--- src/rtl/sonar_ranger_if.sv ---
// Sonar ranger sensor/consumer bundle: echo in, trigger and measurement results out.
// Latency: n/a (wiring only).
// Backpressure: none; dist_valid is a one-cycle strobe with no ready.
//
// Signals:
//   echo       raw sensor echo (asynchronous to the ranger clock)
//   trig       sensor trigger pulse
//   dist_cm    last measured distance, held between updates
//   dist_valid one-cycle strobe when dist_cm/near/timeout update
//   near       obstacle closer than the stop threshold
//   timeout    last measurement saw no complete echo
// Modports: master = ranger side, slave = sensor/consumer side.
interface sonar_ranger_if #(
    parameter int DIST_W = 9
);
    logic              echo;
    logic              trig;
    logic [DIST_W-1:0] dist_cm;
    logic              dist_valid;
    logic              near;
    logic              timeout;

    modport master (
        input  echo,
        output trig,
        output dist_cm,
        output dist_valid,
        output near,
        output timeout
    );

    modport slave (
        output echo,
        input  trig,
        input  dist_cm,
        input  dist_valid,
        input  near,
        input  timeout
    );
endinterface

--- src/rtl/sonar_ranger.sv ---
// Ultrasonic range front end: periodic trigger, echo pulse timing in us ticks, conversion to cm.
// Latency: dist_valid 3 cycles after the raw echo falls (2 sync FFs + edge detect), +-1 us quantisation.
// Backpressure: none; results are published with a one-cycle dist_valid strobe and held until the next one.
//
// Ports:
//   clk0  system clock, all logic on posedge
//   rst   synchronous active-high reset; aborts any measurement, trig low on the next edge
//   bus   sonar_ranger_if.master: echo in; trig, dist_cm, dist_valid, near, timeout out
// Build option: define NEAR_HYST_EN to give the near flag a release hysteresis of HYST_CM.
module sonar_ranger #(
    parameter int TICKS_PER_US = 50,
    parameter int TRIG_US      = 10,
    parameter int PERIOD_US    = 60000,
    parameter int TIMEOUT_US   = 25000,
    parameter int US_PER_CM    = 58,
    parameter int DIST_W       = 9,
    parameter int STOP_CM      = 20,
    parameter int HYST_CM      = 5
) (
    input  logic clk0,
    input  logic rst,
    sonar_ranger_if.master bus
);
    localparam int PRE_W = $clog2(TICKS_PER_US + 1);
    localparam int PER_W = $clog2(PERIOD_US + 1);
    localparam int PH_W  = $clog2(((TIMEOUT_US > TRIG_US) ? TIMEOUT_US : TRIG_US) + 1);
    localparam int SUB_W = $clog2(US_PER_CM + 1);

    localparam logic [PRE_W-1:0]  PRE_LAST  = PRE_W'(TICKS_PER_US - 1);
    localparam logic [PER_W-1:0]  PER_LAST  = PER_W'(PERIOD_US - 1);
    localparam logic [PH_W-1:0]   TRIG_LAST = PH_W'(TRIG_US - 1);
    localparam logic [PH_W-1:0]   TO_LAST   = PH_W'(TIMEOUT_US - 1);
    localparam logic [SUB_W-1:0]  SUB_LAST  = SUB_W'(US_PER_CM - 1);
    localparam logic [DIST_W-1:0] CM_MAX    = '1;
    localparam logic [DIST_W-1:0] STOP_V    = DIST_W'(STOP_CM);
`ifdef NEAR_HYST_EN
    localparam logic [DIST_W-1:0] REL_V     = DIST_W'(STOP_CM + HYST_CM);
`endif

    typedef enum logic [2:0] {
        IDLE      = 3'd0,
        TRIG      = 3'd1,
        WAIT_RISE = 3'd2,
        MEASURE   = 3'd3,
        DONE      = 3'd4
    } state_t;

    state_t state, state_n;

    // Echo synchroniser plus one extra stage for edge detection.
    logic echo_s1, echo_s2, echo_d;
    logic echo_rise, echo_fall;

    logic [PRE_W-1:0]  pre_cnt;
    logic [PER_W-1:0]  per_cnt;
    logic [PH_W-1:0]   ph_cnt;
    logic [SUB_W-1:0]  sub_cnt;
    logic [DIST_W-1:0] cm_cnt;
    logic              first_pass;
    logic              us_tick;
    logic              trig_enter;
    logic              done_enter;
    logic              done_to;
    logic              near_n;

    logic [DIST_W-1:0] dist_q;
    logic              near_q;
    logic              timeout_q;
    logic              trig_o;
    logic              valid_o;

    always_ff @(posedge clk0) begin
        if (rst) begin
            echo_s1 <= 1'b0;
            echo_s2 <= 1'b0;
            echo_d  <= 1'b0;
        end else begin
            echo_s1 <= bus.echo;
            echo_s2 <= echo_s1;
            echo_d  <= echo_s2;
        end
    end

    assign echo_rise  = echo_s2 & ~echo_d;
    assign echo_fall  = ~echo_s2 & echo_d;
    assign us_tick    = (pre_cnt == PRE_LAST);
    assign trig_enter = (state_n == TRIG) && (state != TRIG);
    assign done_enter = (state_n == DONE) && (state != DONE);

    // Prescaler restarts with every trigger so the trigger pulse and the
    // start-to-start period are exact multiples of the microsecond.
    always_ff @(posedge clk0) begin
        if (rst || trig_enter || us_tick) pre_cnt <= '0;
        else                              pre_cnt <= pre_cnt + 1'b1;
    end

    always_ff @(posedge clk0) begin
        if (rst || trig_enter)                 per_cnt <= '0;
        else if (us_tick && per_cnt != PER_LAST) per_cnt <= per_cnt + 1'b1;
    end

    always_ff @(posedge clk0) begin
        if (rst)             first_pass <= 1'b1;
        else if (trig_enter) first_pass <= 1'b0;
    end

    // Per-state microsecond counter, restarted on every state change.
    always_ff @(posedge clk0) begin
        if (rst || state_n != state)
            ph_cnt <= '0;
        else if (us_tick && (state == TRIG || state == WAIT_RISE || state == MEASURE))
            ph_cnt <= ph_cnt + 1'b1;
    end

    // Echo width in cm: sub counts microseconds within one cm, cm saturates.
    always_ff @(posedge clk0) begin
        if (rst) begin
            sub_cnt <= '0;
            cm_cnt  <= '0;
        end else if (state == WAIT_RISE && echo_rise) begin
            sub_cnt <= '0;
            cm_cnt  <= '0;
        end else if (state == MEASURE && us_tick) begin
            if (sub_cnt == SUB_LAST) begin
                sub_cnt <= '0;
                if (cm_cnt != CM_MAX) cm_cnt <= cm_cnt + 1'b1;
            end else begin
                sub_cnt <= sub_cnt + 1'b1;
            end
        end
    end

    // FSM: state register.
    always_ff @(posedge clk0) begin
        if (rst) state <= IDLE;
        else     state <= state_n;
    end

    // FSM: next state. An echo already high when WAIT_RISE is entered gives
    // no rising edge, so it is ignored until it drops and rises again.
    always_comb begin
        state_n = state;
        done_to = 1'b0;
        case (state)
            IDLE: begin
                if (first_pass || (us_tick && per_cnt == PER_LAST)) state_n = TRIG;
            end
            TRIG: begin
                if (us_tick && ph_cnt == TRIG_LAST) state_n = WAIT_RISE;
            end
            WAIT_RISE: begin
                if (echo_rise) begin
                    state_n = MEASURE;
                end else if (us_tick && ph_cnt == TO_LAST) begin
                    state_n = DONE;
                    done_to = 1'b1;
                end
            end
            MEASURE: begin
                if (echo_fall) begin
                    state_n = DONE;
                end else if (us_tick && ph_cnt == TO_LAST) begin
                    state_n = DONE;
                    done_to = 1'b1;
                end
            end
            DONE:    state_n = IDLE;
            default: state_n = IDLE;
        endcase
    end

    // FSM: outputs.
    always_comb begin
        trig_o  = 1'b0;
        valid_o = 1'b0;
        case (state)
            TRIG:    trig_o  = 1'b1;
            DONE:    valid_o = 1'b1;
            default: ;
        endcase
    end

`ifdef NEAR_HYST_EN
    always_comb begin
        near_n = near_q;
        if (cm_cnt < STOP_V)      near_n = 1'b1;
        else if (cm_cnt >= REL_V) near_n = 1'b0;
    end
`else
    always_comb begin
        near_n = (cm_cnt < STOP_V);
    end
`endif

    // Results are loaded on the edge into DONE so they are visible together
    // with the dist_valid strobe.
    always_ff @(posedge clk0) begin
        if (rst) begin
            dist_q    <= CM_MAX;
            near_q    <= 1'b0;
            timeout_q <= 1'b0;
        end else if (done_enter) begin
            if (done_to) begin
                dist_q    <= CM_MAX;
                near_q    <= 1'b0;
                timeout_q <= 1'b1;
            end else begin
                dist_q    <= cm_cnt;
                near_q    <= near_n;
                timeout_q <= 1'b0;
            end
        end
    end

    assign bus.trig       = trig_o;
    assign bus.dist_valid = valid_o;
    assign bus.dist_cm    = dist_q;
    assign bus.near       = near_q;
    assign bus.timeout    = timeout_q;
endmodule
--- src/flat_wrapper.sv ---
// flat-port wrapper written by rule: the top's interface ports become plain ports
module sonar_ranger_flat 
#(
    parameter int TICKS_PER_US = 50,
    parameter int TRIG_US      = 10,
    parameter int PERIOD_US    = 60000,
    parameter int TIMEOUT_US   = 25000,
    parameter int US_PER_CM    = 58,
    parameter int DIST_W       = 9,
    parameter int STOP_CM      = 20,
    parameter int HYST_CM      = 5
)
  (clk0, rst, bus_echo, bus_trig, bus_dist_cm, bus_dist_valid, bus_near, bus_timeout);
  sonar_ranger_if #(.DIST_W(DIST_W)) bus_i ();
  input  logic clk0;
  input  logic rst;
  input wire logic [$bits(bus_i.echo)-1:0] bus_echo;
  output wire logic [$bits(bus_i.trig)-1:0] bus_trig;
  output wire logic [$bits(bus_i.dist_cm)-1:0] bus_dist_cm;
  output wire logic [$bits(bus_i.dist_valid)-1:0] bus_dist_valid;
  output wire logic [$bits(bus_i.near)-1:0] bus_near;
  output wire logic [$bits(bus_i.timeout)-1:0] bus_timeout;
  assign bus_i.echo = bus_echo;
  assign bus_trig = bus_i.trig;
  assign bus_dist_cm = bus_i.dist_cm;
  assign bus_dist_valid = bus_i.dist_valid;
  assign bus_near = bus_i.near;
  assign bus_timeout = bus_i.timeout;
  sonar_ranger #(.TICKS_PER_US(TICKS_PER_US), .TRIG_US(TRIG_US), .PERIOD_US(PERIOD_US), .TIMEOUT_US(TIMEOUT_US), .US_PER_CM(US_PER_CM), .DIST_W(DIST_W), .STOP_CM(STOP_CM), .HYST_CM(HYST_CM)) u_core (.clk0(clk0), .rst(rst), .bus(bus_i));
endmodule
--- config.mk ---
export PLATFORM = sky130hd
export DESIGN_NAME = sonar_ranger_flat
export DESIGN_NICKNAME = d
export VERILOG_FILES = /design/src/rtl/sonar_ranger_if.sv /design/src/rtl/sonar_ranger.sv /design/src/flat_wrapper.sv
export SDC_FILE = /design/constraint.sdc
export NUM_CORES = 1
export LEC_CHECK = 0
export CAP_MARGIN = 20
export CORE_MARGIN = 2
export CORE_UTILIZATION = 45
export CTS_CLUSTER_DIAMETER = 80
export DETAILED_ROUTE_END_ITERATION = 16
export PLACE_DENSITY_LB_ADDON = 0.1
export SLEW_MARGIN = 20
export SYNTH_ARGS = -nofsm -noshare
export SYNTH_HDL_FRONTEND = slang
export SYNTH_SLANG_ARGS = --single-unit
--- constraint.sdc ---
create_clock -name clk0 -period 2.8 [get_ports clk0]
set_clock_uncertainty 0.2 [all_clocks]
set_input_delay 0.56 -clock clk0 [delete_from_list [all_inputs] [get_ports clk0]]
set_output_delay 0.56 -clock clk0 [all_outputs]
set_load 0.01 [all_outputs]
==> results.toml, run 1 <==
[power_and_ir_drop]
vdd_ir_drop_max_mv = 0.263
leakagePower_nw = 1.31
power_density_nw_per_um2 = 540

[synth]
yosys_warnings = 0
yosysTopAreaCellShare = 0.436
synth_nets = 359
netlist_top_cells_area = "dfxtp_1 44%, xor2_1 7.6%, nor2_1 7.1%, xnor2_1 4.1%, ha_1 3.5%"
synthArstFlopShare = 0
ys_types = 52
synthCells = 347
synth_flop_cell = "dfxtp_1"
ys_ff_latch = 70
syn_area_sq_um = 3210
avgSynthCellArea_sq_um = 9.25
synth-seq-area-share = 0.436
synth_edf_count = 0
synth_area_leader_cell = "dfxtp_1"

[drt]
ant_nets = 0
wl_microns = 5880
dr.pass1.iters = 4
wl_met1_microns = 3140
via_per_inst = 5.12
met2WireLength_microns = 2440
drt_iter0_drc = 104
wl_per_cell_microns = 12.5
wl_met3_microns = 172
drc = 0
vias = 2403
maxUsedRoutingLayer = "met4"

[clock_tree]
cts-resized-gates = 0
clk_pin_slew_ns = 0.07
cts_htree_levels = 3
cts_root_buf = "clkbuf_8"
insertion_delay_ns = 0.34
cts-buffers-inserted = 9
post_cts_buffers = 0
clockBufferDepth = 2
clock-sinks = 70
hold_buffers = 0
cts_tree = "yes"

[floorplan]
core_area_sq_um = 6830
num_rows = 30
die_area_sq_um = 7830
die_h_microns = 88.5
initial_core_util = 0.470
die_w_microns = 88.5
ioPinCount = 16

[cells_and_area]
num-nets-final = 380
diodes = 0
area_growth_pct = 14.5
design_area_sq_um = 3680
regArea_sq_um = 1400
multi_input_area_sq_um = 1720
nFillCells = 664
drive_gt1_frac = 0.0965

[hold_path]
hp-start = "u_core.echo_s1"
hold_path.class = "flop to flop"
whs_path_depth = 1
min_to = "u_core.echo_s2"

[placement]
portBuffers = 15
place_area_sq_um = 3450
place_ws_ns = 0.370
hpwl_microns = 4110
gp_congestion = 0.778

[worst_setup_path]
arrival_ns = 1.75
r2r_end = "u_core.ph_cnt[13]"
reg2reg_from = "u_core.ph_cnt[7]"
cp_max_fo = 7
critPathLaunch = "u_core.state[0]"
rr_worst_depth = 6
critPathCaptureType = "primary output"
worstPathRequired_ns = 2.04
rrSetupSlack_ns = 0.35
cp-start-kind = "flop"
crit_type = "flop to primary output"

[global_routing]
grt_overflow = 0
antenna_found_initial = 0
grt_max_degree = 23
grt_pass1_vias = 2182
grt_usage = 0.164
grt_pass1_wl_microns = 10100

[timing]
tightestPinTransition_ns = 0.615
slew_headroom = 0.589
tns_ns = 0
setup_viol = 0
period_share = 0.895
fin_crit_ns = 2.51
hold_violations = 0
report.final.slew_viol_count = 0
timing.fmax_ghz = 0.399
timing.hold.ws_ns = 0.262
finalWorstSetupSlack_ns = 0.293
rsz0062_at_grt = "false"

[run]
max_cap_violations = 0

[outcome]
status = "complete, no violations"
flip-flops by register name (all words and copies together), names as in the netlist:
signal / flops
u_core.bus.dist_cm: 9
u_core.echo_s1: 1
u_core.bus.near: 1
u_core.ph_cnt: 15
u_core.pre_cnt: 6
u_core.sub_cnt: 6
u_core.echo_d: 1
u_core.bus.timeout: 1
u_core.state: 3
u_core.echo_s2: 1
u_core.per_cnt: 16
u_core.cm_cnt: 9
u_core.first_pass: 1
cell usage in the layout, fill, tap and decap left out, types with 3 or more instances in the layout:
cell type	n
a21o_1	3
a21oi_1	5
and3_1	7
and4_1	5
buf_4	4
clkbuf_8	10
clkdlybuf4s50_1	15
dfxtp_1	70
ha_1	9
inv_1	7
mux2i_1	4
nand2_1	20
nand3_1	14
nand4_1	13
nor2_1	61
nor3_1	14
nor3_2	3
nor4_1	5
o21ai_0	6
o22a_1	8
or3_1	6
xnor2_1	15
xor2_1	28
worst max-delay path by stage:
stage                            end  cells after the start
floorplan           u_core.cm_cnt[4]                      8
global placement    u_core.ph_cnt[3]                      6
detailed placement  u_core.ph_cnt[6]                      6
CTS                         bus_trig                      3
global route                bus_trig                      3
finish                      bus_trig                      3
stage by stage:
stage	power, mW	instances	utilization
global route	2.07	469	0.538
floorplan	1.09	347	-
finish	1.98	469	0.538
CTS	2.02	469	0.538
global placement	1.11	453	0.506
detailed placement	1.11	453	0.506
cells by family (layout without fill, tap and decap cells):
family | Yosys count | after routing | share of synthesized area
and+or+nand+nor | 173 | 173 | 0.300
DFF | 70 | 70 | 0.436
xor gates and xnor gates | 43 | 43 | 0.117
AOI/OAI and AO/OA | 30 | 30 | 0.0690
buffers and inverters | 17 | 43 | 0.0269
adders and majority gates | 10 | 10 | 0.0382
muxes | 4 | 4 | 0.0125
critical path, stage by stage, from the launching register on:
cell	delay [ns]
dfxtp_1	0.48
inv_2	0.11
nor3_1	0.23
clkdlybuf4s50_1	0.59
final cells by class:
class,instances,area share
Timing Repair Buffer,19,0.0490
Multi-Input combinational cell,260,0.469
Sequential cell,70,0.381
Clock inverter,6,0.0231
Inverter,8,0.00817
Tap cell,96,0.0327
Clock buffer,10,0.0374
cells in the mapped netlist (2+ instances only):
library cell	instances
nand2_1	20
nor3_2	3
xnor2_1	15
nor3_1	14
nor4_1	5
nand2b_1	2
nor3b_1	2
dfxtp_1	70
o22a_1	8
and4_1	5
a21oi_1	5
clkbuf_1	2
buf_6	2
a21o_1	3
nor4_4	2
a31oi_1	2
and3_1	7
buf_2	3
nor2_1	61
o21ai_0	6
or3_1	6
or4_1	2
nand3_1	14
a211oi_1	2
nor4b_1	2
nor2b_1	2
xor2_1	28
mux2i_1	4
inv_1	7
ha_1	9
nand4_1	13
report_power, final:
| part | total [mW] | internal, mW | switching [mW] |
|---|---|---|---|
| sequential | 1.01 | 1.00 | 0.00805 |
| clock | 0.903 | 0.522 | 0.381 |
| combinational | 0.0713 | 0.0262 | 0.0452 |
| total | 1.98 | 1.55 | 0.434 |
routing by layer:
| metal | global-route usage | vias to the layer above |
|---|---|---|
| met5 | 0 | - |
| met4 | 0.0826 | 0 |
| met3 | 0.0345 | 11 |
| met2 | 0.234 | 29 |
| met1 | 0.234 | 1105 |
| li1 | - | 1258 |
Power figures use the tool's default switching activity.
==> run 2, diff against run 1 <==
SKIP_LAST_GASP = 1   (was unset)
==> results of run 2 <==
No change in the layout: final DEF, timing and power equal those of run 1.
==> run 3, diff against run 2 <==
--- a/config.mk
+++ b/config.mk
@@ -7,5 +7,6 @@
 export LEC_CHECK = 0
+export ABC_CLOCK_PERIOD_IN_PS = 2800
 export CAP_MARGIN = 20
 export CORE_MARGIN = 2
-export CORE_UTILIZATION = 45
+export CORE_UTILIZATION = 40
 export CTS_CLUSTER_DIAMETER = 80
==> constraint.sdc (replaced) <==
create_clock -name clk0 -period 2.8 [get_ports clk0]
set_clock_uncertainty 0.2 [all_clocks]
set_input_delay 0.84 -clock clk0 [delete_from_list [all_inputs] [get_ports clk0]]
set_output_delay 0.84 -clock clk0 [all_outputs]
set_load 0.01 [all_outputs]
==> results.toml, run 3 (synthesized netlist as in run 1, its figures left out) <==
[drt]
wl_microns = 6130
vias = 2443
wl_per_cell_microns = 12.8
via_per_inst = 5.10
ant_nets = 0
drt_iter0_drc = 102
dr.pass1.iters = 4
drc = 0

[placement]
placed_cells = 463
gp_congestion = 0.825
portBuffers = 15
hpwl_microns = 4250

[power_and_ir_drop]
power_density_nw_per_um2 = 498
p_int_mw = 1.38
p_sw_frac = 0.248
comb_power_share = 0.043
power.share.sequential = 0.550
power.total_mw = 1.84
p_sw_mw = 0.456
pwr-share-clk = 0.407
vdd_ir_drop_max_mv = 0.284
leakagePower_nw = 1.32

[hold_path]
min_to = "u_core.echo_s2"
whs_path_depth = 1
hp-start = "u_core.echo_s1"
hold_path.class = "flop to flop"

[worst_setup_path]
worstPathRequired_ns = 1.76
crit_type = "flop to primary output"
crit_path_cell_trace = "nor2_4 > and2_1 > clkdlybuf4s50_1"
cp_slowest_cell = "clkdlybuf4s50_1"
critPathCaptureType = "primary output"
cp_max_fo = 8
rr_worst_depth = 7
critPathLaunch = "u_core.state[1]"
reg2reg_from = "u_core.ph_cnt[0]"
cp-start-kind = "flop"
arrival_ns = 1.63
rrSetupSlack_ns = 0.33
worst_path_largest_cell_delay_ns = 0.53
r2r_end = "u_core.ph_cnt[3]"

[outcome]
status = "complete, no violations"

[clock_tree]
post_cts_buffers = 0
clockBufferDepth = 2
cts-buffers-inserted = 9
cts_tree = "yes"
insertion_delay_ns = 0.35
cts_htree_levels = 3
clk_pin_slew_ns = 0.09
cts_root_buf = "clkbuf_8"
clock-sinks = 70

[global_routing]
grt_pass1_wl_microns = 10700
grt_overflow = 0
antenna_found_initial = 0
grt_max_degree = 23
grt_usage = 0.153
grt_pass1_vias = 2243

[timing]
setup_viol = 0
timing.fmax_ghz = 0.374
tns_ns = 0
hold_violations = 0
slew_headroom = 0.598
fin_crit_ns = 2.67
rsz0062_at_grt = "false"
tightestPinTransition_ns = 0.598
report.final.slew_viol_count = 0
period_share = 0.954

[floorplan]
ioPinCount = 16
die_w_microns = 93.6
core_area_sq_um = 7770
die_h_microns = 93.6
die_area_sq_um = 8760
initial_core_util = 0.413
num_rows = 32

[cells_and_area]
final_common_cell = "dfxtp_1"
area_growth_pct = 14.8
top_regs = "u_core.per_cnt x16, u_core.ph_cnt x15"
regMostFlops = "u_core.per_cnt"
utilization = 0.475
drive_gt1_frac = 0.111
fin_cells = 479
layout_common_cells = "70 x dfxtp_1, 60 x nor2_1, 28 x xor2_1, 20 x nand2_1"
largest_reg_flops = 16
num-nets-final = 384
diodes = 0

[run]
max_cap_violations = 0
[run 3: timing repair]
| item | 4_1_cts | 5_1_grt |
|---|---|---|
| endpoints found under the setup margin | 1 | 2 |
| pin swaps | 0 | 0 |
| resized for setup | 1 | 2 |
| hold buffers | 0 | 0 |
[run 3: power by group through the flow]
stage | Combinational, mW | Sequential, mW | Clock (mW)
floorplan | 0.0560 | 1.03 | 0
global placement | 0.0790 | 1.03 | 0
detailed placement | 0.0789 | 1.03 | 0
CTS | 0.0793 | 1.01 | 0.778
global route | 0.0884 | 1.01 | 0.823
finish | 0.0793 | 1.01 | 0.747
[run 3: how the worst max path moves through the flow]
stage | to | slack [ns]
after floorplan | u_core.cm_cnt[4] | 0.54
after global placement | u_core.ph_cnt[1] | 0.22
after detailed placement | u_core.ph_cnt[1] | 0.17
after CTS | bus_trig | 0.06
after global routing | bus_dist_valid | 0.02
final | bus_dist_valid | 0.13
[run 3: area by class of cell]
class	instances	area (sq um)
Fill cell	786	4080
Multi-Input combinational cell	260	1740
Sequential cell	70	1400
Timing Repair Buffer	23	210
Clock buffer	10	138
Tap cell	102	128
Clock inverter	6	45.0
Inverter	8	30.0
[run 3: through the flow]
stage | worst slack [ns] | hold WS [ns] | instance area (sq um)
6_report | 0.129 | 0.270 | 3690
5_1_grt | 0.0214 | 0.278 | 3690
4_1_cts | 0.0610 | 0.268 | 3680
3_5_place_dp | 0.166 | 0.232 | 3490
3_3_place_gp | 0.217 | 0.236 | 3490
2_1_floorplan | 0.535 | 0.214 | 3210
[run 3: worst max-delay path, delay by kind of cell (launching register included)]
kind,cells,cell delay (ns)
buffers and inverters,1,0.53
flip-flops,1,0.41
AND/OR/NAND/NOR,2,0.33
[run 3: routing by layer]
metal / track usage / part of all wire
met1: 0.214 / 0.50
met2: 0.226 / 0.44
met3: 0.0395 / 0.043
met4: 0.0616 / 0.015
met5: 0 / 0
